--- src/rtl/az_sample_collector_pkg.sv ---
// Shared AZ control encodings plus the phase/state types used by the sample collector.
// The modulator decodes the same encodings from this package.
package az_sample_collector_pkg;

    typedef enum logic {
        SW_PC_BOOT   = 1'b0,
        SW_PC_SIGNAL = 1'b1
    } sw_pc_e;

    typedef enum logic [2:0] {
        MUX_AZ_PC_OUT = 3'd0,
        MUX_AZ_ZERO   = 3'd7
    } mux_az_e;

    typedef enum logic [1:0] {
        PH_NONE,
        PH_SIG,
        PH_ZERO
    } phase_e;

    typedef enum logic [2:0] {
        ST_IDLE,
        ST_SIG_ACC,
        ST_WAIT_ZERO,
        ST_ZERO_ACC,
        ST_EMIT,
        ST_ZERO_ORPHAN
    } state_e;

    function automatic phase_e decode_phase(input logic sw_pc_ctl, input logic [2:0] mux_az);
        if (mux_az == MUX_AZ_ZERO)
            return PH_ZERO;
        if (sw_pc_ctl == SW_PC_SIGNAL && mux_az == MUX_AZ_PC_OUT)
            return PH_SIG;
        return PH_NONE;
    endfunction

endpackage

--- src/rtl/az_phase_accumulator.sv ---
// One phase worth of accumulation: settle-skip, saturating sample count, wrapping signed sum.
// A clear restarts the phase and may coincide with the phase's first sample.
module az_phase_accumulator #(
    parameter int ADC_W    = 24,
    parameter int ACC_W    = 40,
    parameter int CNT_W    = 16,
    parameter int SETTLE_N = 2
) (
    input  logic             clk,
    input  logic             reset,
    input  logic             clear,
    input  logic             enable,
    input  logic             valid,
    input  logic [ADC_W-1:0] data,
    output logic [ACC_W-1:0] sum,
    output logic [CNT_W-1:0] count,
    output logic             sat
);

    localparam int SET_W = (SETTLE_N > 1) ? $clog2(SETTLE_N + 1) : 1;

    logic [SET_W-1:0]        settle_cnt;
    logic [SET_W-1:0]        settle_base;
    logic signed [ACC_W-1:0] sum_base;
    logic signed [ACC_W-1:0] sum_add;
    logic signed [ACC_W-1:0] ext;
    logic [CNT_W-1:0]        count_base;
    logic                    in_settle;
    logic                    take;
    logic                    cnt_full;
    logic                    ovf;

    always_comb begin
        settle_base = clear ? '0 : settle_cnt;
        sum_base    = clear ? '0 : $signed(sum);
        count_base  = clear ? '0 : count;
        ext         = ACC_W'($signed(data));
        in_settle   = int'(settle_base) < SETTLE_N;
        take        = enable && valid && !in_settle;
        cnt_full    = &count_base;
        sum_add     = sum_base + ext;
        // Signed overflow: operands agree in sign, result does not.
        ovf         = (sum_base[ACC_W-1] == ext[ACC_W-1]) &&
                      (sum_add[ACC_W-1] != sum_base[ACC_W-1]);
    end

    always_ff @(posedge clk) begin
        if (reset) begin
            settle_cnt <= '0;
            sum        <= '0;
            count      <= '0;
            sat        <= 1'b0;
        end else begin
            settle_cnt <= settle_base;
            sum        <= sum_base;
            count      <= count_base;
            sat        <= 1'b0;
            if (enable && valid && in_settle) begin
                settle_cnt <= settle_base + 1'b1;
            end else if (take) begin
                if (cnt_full) begin
                    sat <= 1'b1;
                end else begin
                    sum   <= sum_add;
                    count <= count_base + 1'b1;
                    sat   <= ovf;
                end
            end
        end
    end

endmodule

--- src/rtl/az_sample_collector.sv ---
// Pairs signal and zero phases of the AZ modulation into one corrected result per pair.
// Inputs are registered once so the phase decode and the ADC sample stay aligned.
module az_sample_collector
    import az_sample_collector_pkg::*;
#(
    parameter int ADC_W    = 24,
    parameter int ACC_W    = 40,
    parameter int CNT_W    = 16,
    parameter int SETTLE_N = 2
) (
    input  logic             clk,
    input  logic             reset,
    input  logic             sw_pc_ctl,
    input  logic [2:0]       mux_az,
    input  logic             adc_valid,
    input  logic [ADC_W-1:0] adc_data,
    input  logic             err_clear,
    output logic             out_valid,
    output logic [ACC_W-1:0] out_hi,
    output logic [ACC_W-1:0] out_lo,
    output logic [ACC_W-1:0] out_diff,
    output logic [CNT_W-1:0] out_hi_n,
    output logic [CNT_W-1:0] out_lo_n,
    output logic             err_orphan,
    output logic             err_sat
);

    logic             pc_q;
    logic [2:0]       mux_q;
    logic             valid_q;
    logic [ADC_W-1:0] data_q;
    phase_e           ph;
    phase_e           ph_q;
    state_e           state;
    state_e           state_d;

    logic             sig_clr, sig_en, zero_clr, zero_en;
    logic [ACC_W-1:0] sig_sum, zero_sum, hi_hold;
    logic [CNT_W-1:0] sig_cnt, zero_cnt, hi_n_hold;
    logic             sig_sat, zero_sat;
    logic             latch_hi, emit, set_orphan;

    always_ff @(posedge clk) begin
        if (reset) begin
            pc_q    <= 1'b0;
            mux_q   <= '0;
            valid_q <= 1'b0;
            data_q  <= '0;
            ph_q    <= PH_NONE;
        end else begin
            pc_q    <= sw_pc_ctl;
            mux_q   <= mux_az;
            valid_q <= adc_valid;
            data_q  <= adc_data;
            ph_q    <= ph;
        end
    end

    assign ph = decode_phase(pc_q, mux_q);

    // Accumulators restart on the first cycle of their phase, so the sample on
    // the transition cycle is already part of the new phase.
    assign sig_clr  = (ph == PH_SIG) && (ph_q != PH_SIG);
    assign sig_en   = (ph == PH_SIG);
    assign zero_clr = (ph == PH_ZERO) && (ph_q != PH_ZERO);
    assign zero_en  = (ph == PH_ZERO) &&
                      (state == ST_SIG_ACC || state == ST_WAIT_ZERO || state == ST_ZERO_ACC);

    az_phase_accumulator #(
        .ADC_W(ADC_W), .ACC_W(ACC_W), .CNT_W(CNT_W), .SETTLE_N(SETTLE_N)
    ) u_sig_acc (
        .clk(clk), .reset(reset), .clear(sig_clr), .enable(sig_en),
        .valid(valid_q), .data(data_q), .sum(sig_sum), .count(sig_cnt), .sat(sig_sat)
    );

    az_phase_accumulator #(
        .ADC_W(ADC_W), .ACC_W(ACC_W), .CNT_W(CNT_W), .SETTLE_N(SETTLE_N)
    ) u_zero_acc (
        .clk(clk), .reset(reset), .clear(zero_clr), .enable(zero_en),
        .valid(valid_q), .data(data_q), .sum(zero_sum), .count(zero_cnt), .sat(zero_sat)
    );

    always_ff @(posedge clk) begin
        if (reset) state <= ST_IDLE;
        else       state <= state_d;
    end

    // Direct jumps on one-cycle phases keep a short phase from being skipped.
    always_comb begin
        state_d    = state;
        latch_hi   = 1'b0;
        emit       = 1'b0;
        set_orphan = 1'b0;
        unique case (state)
            ST_IDLE: begin
                if (ph == PH_SIG)       state_d = ST_SIG_ACC;
                else if (ph == PH_ZERO) state_d = ST_ZERO_ORPHAN;
            end
            ST_SIG_ACC: begin
                if (ph != PH_SIG) begin
                    latch_hi = 1'b1;
                    state_d  = (ph == PH_ZERO) ? ST_ZERO_ACC : ST_WAIT_ZERO;
                end
            end
            ST_WAIT_ZERO: begin
                if (ph == PH_ZERO)     state_d = ST_ZERO_ACC;
                else if (ph == PH_SIG) state_d = ST_SIG_ACC;
            end
            ST_ZERO_ACC: begin
                if (ph != PH_ZERO) begin
                    emit    = 1'b1;
                    state_d = (ph == PH_SIG) ? ST_SIG_ACC : ST_EMIT;
                end
            end
            ST_EMIT: begin
                if (ph == PH_SIG)       state_d = ST_SIG_ACC;
                else if (ph == PH_ZERO) state_d = ST_ZERO_ORPHAN;
                else                    state_d = ST_IDLE;
            end
            ST_ZERO_ORPHAN: begin
                if (ph != PH_ZERO) begin
                    set_orphan = 1'b1;
                    state_d    = (ph == PH_SIG) ? ST_SIG_ACC : ST_IDLE;
                end
            end
            default: state_d = ST_IDLE;
        endcase
    end

    always_ff @(posedge clk) begin
        if (reset) begin
            hi_hold    <= '0;
            hi_n_hold  <= '0;
            out_valid  <= 1'b0;
            out_hi     <= '0;
            out_lo     <= '0;
            out_diff   <= '0;
            out_hi_n   <= '0;
            out_lo_n   <= '0;
            err_orphan <= 1'b0;
            err_sat    <= 1'b0;
        end else begin
            if (latch_hi) begin
                hi_hold   <= sig_sum;
                hi_n_hold <= sig_cnt;
            end
            out_valid <= emit;
            if (emit) begin
                out_hi   <= hi_hold;
                out_hi_n <= hi_n_hold;
                out_lo   <= zero_sum;
                out_lo_n <= zero_cnt;
                out_diff <= hi_hold - zero_sum;
            end
            err_orphan <= set_orphan | (err_orphan & ~err_clear);
            err_sat    <= sig_sat | zero_sat | (err_sat & ~err_clear);
        end
    end

endmodule

--- config.mk ---
export PLATFORM = sky130hd
export DESIGN_NAME = az_sample_collector
export DESIGN_NICKNAME = d
export VERILOG_FILES = /design/src/rtl/az_sample_collector_pkg.sv /design/src/rtl/az_phase_accumulator.sv /design/src/rtl/az_sample_collector.sv
export SDC_FILE = /design/constraint.sdc
export NUM_CORES = 1
export LEC_CHECK = 0
export ABC_AREA = 1
export BUFFER_PORTS_ARGS = -buffer_cell sky130_fd_sc_hd__buf_2
export CAP_MARGIN = 20
export CORE_UTILIZATION = 60
export CTS_CLUSTER_SIZE = 12
export DETAILED_ROUTE_END_ITERATION = 10
export PLACE_DENSITY = 0.79
export SLEW_MARGIN = 20
export SYNTH_ARGS = -nofsm -noshare
export SYNTH_HDL_FRONTEND = slang
export SYNTH_SLANG_ARGS = --single-unit
--- constraint.sdc ---
create_clock -name clk -period 5.3 [get_ports clk]
set_input_delay 0.53 -clock clk [delete_from_list [all_inputs] [get_ports clk]]
set_output_delay 0.53 -clock clk [all_outputs]
set_load 0.02 [all_outputs]
# [Yosys cells after proc, flatten, opt, wreduce, memory -nomap -nowiden]
# Cells that the tools add are included.
[word_totals] regBits=363 latch_bits=0 ramBits=0 rom_bits=0 inputBits=32 out_inout_bits=155 wordCells=132 n_memories=0
[op_classes] n_addsub=7 mul=0 div=0 n_lt_le_gt_ge=2 eq_ne=21 shifts=0 mux=47 n_bitwise=8 n_reduce_logical=23
[ops] op="$mux W40" count=8
[ops] op="$mux W16" count=8
[ops] op="$add A40 B24 Y40" count=2
[ops] op="$sub A40 B40 Y40" count=1
[ops] op="$add A16 B1 Y16 const B" count=2
[ops] op="$reduce_and A16 Y1" count=2
[ops] op="$mux W3" count=10
[ops] op="$pmux W3 S6" count=1
[ops] op="$mux W2" count=8
[ops] op="$logic_and A1 B1 Y1" count=12
[ops] op="$mux W1" count=12
[ops] op="$eq A3 B3 Y1 const B" count=3
[ops] op="$ne A2 B1 Y1 const B" count=4
[ops] op="$eq A3 B2 Y1 const B" count=2
[ops] op="$logic_not A3 Y1" count=2
[ops] op="$ne A2 B2 Y1 const B" count=3
[ops] op="$ne A3 B2 Y1 const B" count=2
[ops] op="$reduce_or A3 Y1" count=2
[ops] op="$reduce_and A5 Y1" count=1
[ops] op="$add A2 B1 Y2 const B" count=2
[ops] op="$lt A2 B2 Y1 const B" count=2
[ops] op="$eq A3 B1 Y1 const B" count=1
[ops] op="$not A1 Y1" count=3
[ops] op="$or A1 B1 Y1" count=3
[ops] op="7 further kinds" count=12

# [Depth between registers and ports, before layout]
[depth] ltp_word=14 mapped_depth=23 depth_no_buf=20

# [Hierarchy]
# Synthesis repeated with hierarchy kept, for this count alone.
[unflattened] cells_unflattened=3706 area_unflattened_um2=23035.8
[modules_own_cells] module="az_sample_collector" instances=1 cells_each=1672 area_per_inst_um2=11466.0 seq_area_each_um2=4904.7
[modules_own_cells] module="az_phase_accumulator at u_sig_acc" instances=1 cells_each=1046 area_per_inst_um2=5875.6 seq_area_each_um2=1181.1
[modules_own_cells] module="az_phase_accumulator at u_zero_acc" instances=1 cells_each=988 area_per_inst_um2=5694.2 seq_area_each_um2=1181.1

# [Least setup slack after synthesis]
# OpenSTA, ideal clock, no wires.
[synth_timing] path_kind="reg2reg" startpoint="register mux_q[2]" endpoint="register u_zero_acc.sum[24]" setup_ns=0.113 arrival_time_ns=2.884 t_required_ns=5.187 path_slack_ns=2.303 path_stages_with_launch=20 n_path_buf=2 period_less_slack_ns=2.997 path_cell_list="dfxtp_1 nand3_4 nor2_8 clkbuf_1 clkbuf_1 nor2_1 ha_1 fa_1 nand3_1 nand3_1 nand2_1 nand3_1 nand2_1 nand2_1 nand3_1 nand2_1 nand2_1 nand2_1 nor2_1 nor2_1"
[synth_via] elab_chain_len=14 word_cells_on_any_way=25 classes_between="add/sub (1); order compare (1); eq/ne (2); mux (12); reduce/logical (9)"
[synth_rtl] item="from (decl)" line_no="az_sample_collector.sv:29" text="logic [2:0] mux_q;"
[synth_rtl] item="from (signal assigned)" line_no="az_sample_collector.sv:52" text="mux_q <= mux_az;"
[synth_rtl] item="$logic_not A3 Y1" line_no="az_sample_collector_pkg.sv:33" text="if (sw_pc_ctl == SW_PC_SIGNAL && mux_az == MUX_AZ_PC_OUT)"
[synth_rtl] item="$logic_and A1 B1 Y1" line_no="az_sample_collector_pkg.sv:33"
[synth_rtl] item="$mux W1 (2 in series)" line_no="az_sample_collector_pkg.sv:33"
[synth_rtl] item="$mux W2" line_no="az_sample_collector_pkg.sv:35" text="return PH_NONE;"
[synth_rtl] item="$mux W2 (*)" line_no="az_sample_collector_pkg.sv:33"
[synth_rtl] item="$eq A2 B2 Y1 (*)" line_no="az_sample_collector.sv:65, az_sample_collector.sv:66"
[synth_rtl] item="branches (longest 6 deep; another with $add A40 B24 Y40)"
[synth_rtl] item="$mux W40 (*)" line_no="az_phase_accumulator.sv:58" text="if (enable && valid && in_settle) begin"
[synth_rtl] item="to (signal assigned)" line_no="az_phase_accumulator.sv:55" text="sum <= sum_base;"
[synth_rtl] item="to (signal assigned)" line_no="az_phase_accumulator.sv:64" text="sum <= sum_add;"
[synth_rtl] item="to (decl)" line_no="az_phase_accumulator.sv:15" text="output logic [ACC_W-1:0] sum,"
# Every way passes the cells marked *. The select of a mux whose other input is x is not followed.
# A chain may end at the register's enable or synchronous reset.

# [Worst setup path in the final report]
[layout_timing] startpoint="register mux_q[0]" endpoint="register u_zero_acc.sum[35]"
# Same word-level chain as after synthesis.

==> results_dict.tcl <==
set metrics [dict create \
    outcome "finished with violations" \
    violations "design-rule violations" \
    setup_tns_ns 0 \
    vias 24215 \
    critPathLaunchType "flop" \
    syn_nets 3794 \
    hold_class "in2reg" \
    critical_path_arrival_ns 4.32 \
    viasPerCell 5.69 \
    hpwl_um 55600 \
    yosysSeqAreaShare 0.322 \
    rows 70 \
    synthesis.area_sq_mm 0.0226 \
    dr.pass1.iters 11 \
    pwr-share-seq 0.307 \
    ir_worst_vdd_mv 0.279 \
    clk_path_buf_depth 3 \
    numPortBuffers 186 \
    design_area_sq_mm 0.0251 \
    fin_util 0.681 \
    layout.cells.non_filler 4257 \
    maxCapViolCount 0 \
    busiest_layer "met2" \
    diodes 0 \
    synth_seq_cells 363 \
    avgSynthCellArea_sq_um 6.20 \
    crit_top_cell "inv_1" \
    post-route-min-period_ns 3.85 \
    final-setup-viol-count 0 \
    cts_tree "built" \
    ctsHtreeMaxLevel 2 \
    numCtsBuffers 41 \
    path_buf_inv 3 \
    placedInstanceArea_sq_mm 0.0237 \
    clkTransAtPathRegs_ns 0.06 \
    antenna_found_initial 0 \
    clock.fmax_mhz 260 \
    met1_usage 0.523 \
    root_buffer "clkbuf_16" \
    grt_usage 0.382 \
    drtIter0Drc 2458 \
    areaGrowthSynthToFinish_pct 11.0 \
    crit_chain "nand3_4 -> nor2_8 -> nor2_1 -> ha_1 -> nand2_1 -> inv_1 -> nand2_2 -> inv_1 -> nand3b_2 -> nor2_8 -> a21oi_4 -> nand3_1 -> nand2_1 -> inv_1" \
    p_leak_nw 13.5 \
    crit_family "simple AND/OR/NAND/NOR gates" \
    preCtsSetupSlack_ns 1.36 \
    dp.cells 4185 \
    drive_gt1_frac 0.0794 \
    switching_power_mw 4.76 \
    hold_viol_final 0 \
    gr-total-overflow 0 \
    crit_slowest_cell "a21oi_4" \
    yosysWarningCount 0 \
    synth_cell_types 45 \
    dieArea_sq_mm 0.0384 \
    crit_fanout 54 \
    postCtsSetupBuffers 0 \
    wire_per_inst_um 17.4 \
    start_util 0.614 \
    cts_sinks 363 \
    setup_ws_ns 1.45 \
    grt_pass1_wl_um 116000 \
    drv_slew 0 \
    finalCritPeriodShare 0.726 \
    pwr-share-clk 0.260 \
    multiInputGateArea_sq_mm 0.0129 \
    end_kind "flop" \
    fill_cells 3250 \
    mostFrequentLayoutCell "nand2_1" \
    p_sw_frac 0.433 \
    placeableCoreArea_sq_mm 0.0368 \
    gr-usage-met2 0.622 \
    grt_max_degree 231 \
    clock_latency_ns 0.58 \
    synth_cells 3640 \
    routabilityCongestion 0.972 \
    die_y_um 196 \
    slew_headroom 0.244 \
    regArea_sq_mm 0.00727 \
    grt_use_met3 0.0492 \
    worstSetupPathType "reg2reg" \
    ctsResizeCount 0 \
    combPwrFrac 0.434 \
    die_w_um 196 \
    hold_buffers 0 \
    nets 3915 \
    antenna_left 0 \
    cp.required_ns 5.77 \
    p_per_area_mw_per_mm2 439 \
    grt_pass1_vias 22432 \
    power_report.internal_total_mw 6.23 \
    wl_um 74000 \
    skew_ns 0.0166 \
    p_total_mw 11.0 \
    drc 1 \
    hold_ws_ns 0.158 \
    tightest_slew_ns 1.13 \
    final_cell_mix "nand2_1 (844), nor2_1 (689), inv_1 (502)" \
    slowest_delay_ns 0.88 \
    boundaryPins 187 \
    rsz0062_at_grt "no" \
]
layer usage:
metal	share of wire	vias up
met1	0.43	11160
met2	0.45	1145
met3	0.088	166
met4	0.035	0
met5	0	-
li1	-	11744
Yosys cell counts (all sizes together):
| cell type | instances | area [sq um] |
|---|---|---|
| or2 | 3 | 18.8 |
| ha | 119 | 1490 |
| a21boi | 3 | 22.5 |
| inv | 509 | 1910 |
| xor2 | 49 | 429 |
| o21a | 4 | 30.0 |
| o21ai | 336 | 1680 |
| o211ai | 7 | 52.6 |
| nor3 | 18 | 95.1 |
| clkinv | 1 | 3.75 |
| nor4 | 1 | 12.5 |
| clkbuf | 83 | 312 |
| a211oi | 2 | 15.0 |
| nand2 | 851 | 3230 |
| buf | 35 | 201 |
| nand3 | 174 | 908 |
| a21oi | 288 | 1470 |
| fa | 3 | 60.1 |
| nand4 | 25 | 156 |
| dfxtp | 363 | 7270 |
| xnor2 | 19 | 166 |
| nand3b | 13 | 101 |
| a21o | 7 | 52.6 |
| o21bai | 13 | 97.6 |
| nor2 | 701 | 2700 |
| and2 | 5 | 31.3 |
| a31oi | 7 | 43.8 |
| o2111ai | 1 | 8.76 |
state kept, by name (all words and copies together) (netlist names), 2 cells and up:
name	count
out_diff	40
hi_hold	40
u_zero_acc.count	16
hi_n_hold	16
out_lo	40
u_sig_acc.settle_cnt	2
out_hi	40
u_zero_acc.sum	40
u_zero_acc.settle_cnt	2
state	3
u_sig_acc.count	16
data_q	24
out_hi_n	16
out_lo_n	16
ph_q	2
mux_q	3
u_sig_acc.sum	40
worst register-to-register path, cell delays in order, from the launching register on:
cell,delay (ns)
dfxtp_1,0.40
nand3_4,0.16
nor2_8,0.72
nor2_1,0.33
ha_1,0.38
nand2_1,0.10
inv_1,0.04
nand2_2,0.08
inv_1,0.09
nand3b_2,0.15
nor2_8,0.07
a21oi_4,0.88
nand3_1,0.18
nand2_1,0.12
inv_1,0.04
power by group through the flow:
stage	logic [mW]	clock network, mW	registers, mW
after floorplan	3.25	0	3.43
after global placement	4.54	0	3.39
after detailed placement	4.62	0	3.40
after CTS	4.66	2.87	3.35
after global routing	5.28	2.98	3.39
final	4.77	2.86	3.37
worst paths after layout:
kind | start | to | slack, ns | cells after the start
min reg2reg | err_orphan | err_orphan | 0.46 | 2
min | adc_data[21] | data_q[21] | 0.16 | 3
max | mux_q[0] | u_zero_acc.sum[35] | 1.45 | 14
max reg2reg | mux_q[0] | u_zero_acc.sum[35] | 1.45 | 14
cell type report:
type / count / share of cell area
Inverter: 510 / 0.0767
Tap cell: 468 / 0.0234
Clock buffer: 58 / 0.0463
Timing Repair Buffer: 196 / 0.0418
Multi-Input combinational cell: 2649 / 0.515
Sequential cell: 363 / 0.290
Clock inverter: 13 / 0.00709
kinds of logic after synthesis:
logic type	count (synthesis)	synth area share
DFF	363	0.322
buffers and inverters	628	0.108
xor gates and xnor gates	68	0.0264
AOI/OAI and AO/OA	668	0.154
and+or+nand+nor	1791	0.322
adders and majority gates	122	0.0686
Power figures use the tool's default switching activity.
